[src/rtl/npcnn_pkg.sv]
// npcnn_pkg: constants and types shared by the convolution datapath and the
// pooling stage.
//   NPCNN_DW  default result width (signed two's complement)
//   NPCNN_OS  default side of the square convolution result map
//   NPCNN_PS  default pooling window side / stride
//   npcnn_result_t  signed convolution result
//   npcnn_op()      number of pooled rows/columns produced (floor(os/ps))
package npcnn_pkg;

    localparam int NPCNN_DW = 20;
    localparam int NPCNN_OS = 4;
    localparam int NPCNN_PS = 2;

    typedef logic signed [NPCNN_DW-1:0] npcnn_result_t;

    function automatic int npcnn_op(input int os, input int ps);
        return os / ps;
    endfunction

endpackage

[src/rtl/npcnn_relu_max.sv]
// npcnn_relu_max: combinational signed max of a running maximum and a new
// operand. The new operand optionally passes through ReLU first.
// Configuration macro: NPCNN_POOL_RELU_EN (defined -> negative nxt forced to 0).
// Ports:
//   cur  in   DW  running window maximum (signed)
//   nxt  in   DW  incoming element (signed)
//   val  out  DW  nxt after optional ReLU
//   mx   out  DW  signed max(cur, val)
module npcnn_relu_max
    import npcnn_pkg::*;
#(
    parameter int DW = NPCNN_DW
) (
    input  logic signed [DW-1:0] cur,
    input  logic signed [DW-1:0] nxt,
    output logic signed [DW-1:0] val,
    output logic signed [DW-1:0] mx
);

    always_comb begin
        val = nxt;
`ifdef NPCNN_POOL_RELU_EN
        if (nxt[DW-1]) begin
            val = '0;
        end
`endif
        mx = (val > cur) ? val : cur;
    end

endmodule

[src/rtl/npcnn_pool.sv]
// npcnn_pool: streaming ReLU + non-overlapping max-pooling stage. Consumes a
// row-major OSxOS signed result map, emits the OPxOP pooled map row-major.
// A one-row line buffer holds the running window maxima.
// Configuration macro: NPCNN_POOL_RELU_EN (ReLU on inputs, via npcnn_relu_max).
// Ports:
//   clk         in   1   clock, rising edge
//   rst         in   1   synchronous active-high reset
//   clr         in   1   synchronous frame abort (wins over a same-cycle beat)
//   in_data     in   DW  convolution result element (signed)
//   in_valid    in   1   in_data presented
//   in_ready    out  1   stage can accept a beat
//   out_data    out  DW  pooled element (signed)
//   out_valid   out  1   out_data valid, held until out_ready
//   out_ready   in   1   consumer accepts out_data
//   frame_done  out  1   one-cycle pulse after the last beat of a frame
module npcnn_pool
    import npcnn_pkg::*;
#(
    parameter int DW = NPCNN_DW,
    parameter int OS = NPCNN_OS,
    parameter int PS = NPCNN_PS
) (
    input  logic                 clk,
    input  logic                 rst,
    input  logic                 clr,
    input  logic signed [DW-1:0] in_data,
    input  logic                 in_valid,
    output logic                 in_ready,
    output logic signed [DW-1:0] out_data,
    output logic                 out_valid,
    input  logic                 out_ready,
    output logic                 frame_done
);

    localparam int OP = npcnn_op(OS, PS);
    localparam int CW = $clog2(OS + 1);
    localparam int IW = (OP > 1) ? $clog2(OP) : 1;
    localparam logic [CW-1:0] LAST  = CW'(OS - 1);
    localparam logic [CW-1:0] PLAST = CW'(PS - 1);
    localparam logic [CW-1:0] SPAN  = CW'(OP * PS);

    // r/c are the frame position; pr/pc are r%PS and c%PS and ci is c/PS,
    // all kept as counters alongside r/c so no divider is needed.
    logic [CW-1:0] r, c, pr, pc, ci;
    logic [IW-1:0] li;
    logic signed [DW-1:0] lb [0:(1<<IW)-1];

    logic acc, in_win, first, win_last, at_end;
    logic signed [DW-1:0] val, mx;

    assign in_ready = !rst && (!out_valid || out_ready);
    assign acc      = in_valid && in_ready;
    assign li       = ci[IW-1:0];
    assign in_win   = (r < SPAN) && (c < SPAN);
    assign first    = (pr == '0) && (pc == '0);
    assign win_last = in_win && (pr == PLAST) && (pc == PLAST);
    assign at_end   = (r == LAST) && (c == LAST);

    npcnn_relu_max #(.DW(DW)) u_relu_max (
        .cur (lb[li]),
        .nxt (in_data),
        .val (val),
        .mx  (mx)
    );

    // Line buffer needs no reset: each slot is overwritten by the first beat
    // of every window before it is read.
    always_ff @(posedge clk) begin
        if (!rst && !clr && acc && in_win) begin
            lb[li] <= first ? val : mx;
        end
    end

    always_ff @(posedge clk) begin
        if (rst || clr) begin
            r          <= '0;
            c          <= '0;
            pr         <= '0;
            pc         <= '0;
            ci         <= '0;
            out_valid  <= 1'b0;
            out_data   <= '0;
            frame_done <= 1'b0;
        end else begin
            frame_done <= acc && at_end;

            if (acc && win_last) begin
                out_data  <= mx;
                out_valid <= 1'b1;
            end else if (out_ready) begin
                out_valid <= 1'b0;
            end

            if (acc) begin
                if (c == LAST) begin
                    c  <= '0;
                    pc <= '0;
                    ci <= '0;
                    if (r == LAST) begin
                        r  <= '0;
                        pr <= '0;
                    end else begin
                        r  <= r + 1'b1;
                        pr <= (pr == PLAST) ? '0 : pr + 1'b1;
                    end
                end else begin
                    c <= c + 1'b1;
                    if (pc == PLAST) begin
                        pc <= '0;
                        ci <= ci + 1'b1;
                    end else begin
                        pc <= pc + 1'b1;
                    end
                end
            end
        end
    end

endmodule

[config.mk]
export PLATFORM = sky130hd
export DESIGN_NAME = npcnn_pool
export DESIGN_NICKNAME = d
export VERILOG_FILES = /design/src/rtl/npcnn_pkg.sv /design/src/rtl/npcnn_relu_max.sv /design/src/rtl/npcnn_pool.sv
export SDC_FILE = /design/constraint.sdc
export NUM_CORES = 1
export LEC_CHECK = 0
export ABC_CLOCK_PERIOD_IN_PS = 4400
export CAP_MARGIN = 10
export CORE_MARGIN = 2
export CORE_UTILIZATION = 57
export CTS_CLUSTER_SIZE = 8
export DETAILED_ROUTE_END_ITERATION = 10
export HOLD_SLACK_MARGIN = 0.05
export PLACE_DENSITY = 0.8
export SLEW_MARGIN = 20
export SYNTH_ARGS = -nofsm -noshare
export SYNTH_HDL_FRONTEND = slang
export SYNTH_HIERARCHICAL = 1
export SYNTH_SLANG_ARGS = --single-unit
[constraint.sdc]
create_clock -name clk -period 4.4 [get_ports clk]
set_clock_uncertainty 0.1 [all_clocks]
set_input_delay 0.88 -clock clk [delete_from_list [all_inputs] [get_ports clk]]
set_output_delay 0.88 -clock clk [all_outputs]
set_load 0.01 [all_outputs]
==> impl_metrics.ini <==
[worst_hold_path]
hold_path.class = register to register

[timing]
period_share = 0.903
setup_violations = 0
timing.final.ws_setup_ns = 0.429
tightest_slew_ns = 1.12
min_period_ns = 3.97
slew_headroom = 0.249
tns_ns = 0
hold_slack_ns = 0.377
fmax_mhz = 252
hold_viol_final = 0
rsz0062_at_grt = no
drv_slew = 0

[logic_synthesis]
syn-num-nets = 473
yosysUniqueCellTypes = 50
synth_top_cell_area_share = 0.264
yosysWarnings = 6
ys_ff_latch = 76
synth_edf_count = 40
yosys.area.top_type = edfxtp_1
yosysSeqAreaShare = 0.422
syn_inst = 426
synth.area.top_cells = edfxtp_1 26%, dfxtp_1 16%, mux2_2 11%
avgSynthCellArea_sq_um = 10.7
synthFlopType = edfxtp_1
syn-cell-area_sq_um = 4560
async_reset_ff_frac = 0

[pwr]
ir_worst_vdd_v = 0.000167
pwr-share-seq = 0.523
clockPowerShare = 0.334
switching_share = 0.265
powerDensity_nw_per_um2 = 284
net-switching-power_w = 0.000381
p_int_w = 0.00106
combPwrFrac = 0.143
total_power_w = 0.00144
cellLeakagePower_nw = 1.88

[clock_network]
cts_resized = 0
clock_path_buffers = 2
htreeDepth = 3
cts_hold_buf = 0
cts_buffers = 9
clk_latency_ns = 0.37
cts_root_buf = clkbuf_8
cts_tree = yes
path_clk_slew_ns = 0.08
cts.sinks = 76
post-cts-setup-buffers = 0

[grt]
top_usage_layer = met2
grt_max_degree = 25
gr-usage-all-layers = 0.247
grt_pass1_wl_mm = 16.7
gr-usage-met3 = 0.0379
grt.met1_usage = 0.297
gr-total-overflow = 0
grt_pass1_vias = 3515
use_met2 = 0.428
antenna_found_initial = 0

[floorplanning]
ioPinCount = 48
core-area_sq_um = 7730
die_w_microns = 93.4
start_util = 0.590
die_area_sq_um = 8730
row_count = 32
die_h_microns = 93.4

[run]
maxCapViolCount = 0

[finish]
final_common_cell = clkdlybuf4s50_1
final_cell_area_sq_um = 5080
nets = 497
antennaDiodeCount = 0
syn_to_final_growth_pct = 11.4
drive_above_1_share = 0.204
final_cell_mix = 47 x clkdlybuf4s50_1, 43 x mux2_2, 40 x edfxtp_1
fillers = 629

[detailed_routing]
drcViolationCount = 0
drt-wirelength-per-cell_microns = 18.2
vias = 3348
routed_wl_mm = 10.1
vias_per_cell = 6.01
ant_nets = 0
drt-initial-drc-count = 173
first_pass_iters = 4

[outcome]
status = completed

[placed_design]
hpwl_mm = 6.80
portBuffers = 47
place_congestion = 0.876
place_ws_ns = 0.0757
placed_cell_area_sq_um = 4910

[worst_setup_path]
critPathArrivalTime_ns = 3.99
end_kind = register
crit_type = input port to register
crit_fanout = 8
crit_required_ns = 4.42
critPathLaunchType = input port
-- power groups by stage --
stage | sequential (W) | clock, W | combinational, W
after global routing | 0.000754 | 0.000508 | 0.000224
final | 0.000753 | 0.000480 | 0.000206
after detailed placement | 0.000770 | 0 | 0.000203
after floorplan | 0.000770 | 0 | 0.000156
after CTS | 0.000754 | 0.000484 | 0.000204
after global placement | 0.000770 | 0 | 0.000197
-- per-layer routing --
metal | part of all wire | routed length [microns]
met5 | 0 | 0
met4 | 0.026 | 268
met3 | 0.039 | 400
met2 | 0.50 | 5050
met1 | 0.44 | 4420
-- area by class of cell --
type | instances | area (sq um) | area share
multi-input cells | 284 | 2240 | 0.440
flip-flops and latches | 76 | 1920 | 0.378
repair buffers | 57 | 546 | 0.107
clock buffers | 10 | 128 | 0.0251
well taps | 102 | 128 | 0.0251
inverters | 22 | 82.6 | 0.0163
clock inverters | 6 | 37.5 | 0.00739
-- cells by family (layout without fill, tap and decap cells) --
logic type,count (synthesis),in the layout,share of synthesized area
buffers and inverters,66,95,0.0878
AO/OA/AOI/OAI,84,84,0.121
AND/OR/NAND/NOR,108,108,0.128
flip-flops,76,76,0.422
XOR/XNOR,7,7,0.0135
adder cells (fa/ha/maj),22,22,0.0604
multiplexers,63,63,0.168
-- critical path, cell delays in order --
cell and delay (ns):
clkdlybuf4s50_1 0.56, ha_1 0.28, nand4_1 0.21, nor2_1 0.10, a221oi_1 0.40, and2_1 0.33
buf_4 0.27, mux2_4 0.33, a221o_1 0.34, mux2_2 0.29
-- final timing paths --
kind / start / to / slack (ns) / depth (start not counted)
min: out_data[13] / out_data[13] / 0.38 / 2
min reg2reg: out_data[13] / out_data[13] / 0.38 / 2
max: in_data[13] / lb[0][13] / 0.43 / 10
max reg2reg: register / lb[0][13] / 0.45 / 12
-- cell usage after synthesis, types with 3 or more instances --
cell type and instances:
a21oi_1 33, a221o_1 18, and3_1 3, buf_2 9
buf_4 22, buf_6 4, clkbuf_1 6, dfxtp_1 36
edfxtp_1 40, ha_1 22, inv_1 21, mux2_2 43
mux2_4 16, mux2i_1 4, nand2_1 10, nand2b_1 5
nand3_1 24, nand4_1 8, nor2_1 39, nor2b_1 3
o21ai_0 24, xnor2_1 6
-- flip-flops by register name, summed over array words and instances (netlist names), named ones only --
signal and flops:
lb 40, out_data 20, c 3, pc 3
pr 3, r 3, ci 1, frame_done 1
out_valid 1
-- through the flow --
step	util	cells
6_report	0.657	557
5_1_grt	0.657	557
4_1_cts	0.657	557
3_5_place_dp	0.636	541
3_3_place_gp	0.636	541
2_1_floorplan	-	426
No activity file was read; power rests on OpenSTA's default activity.
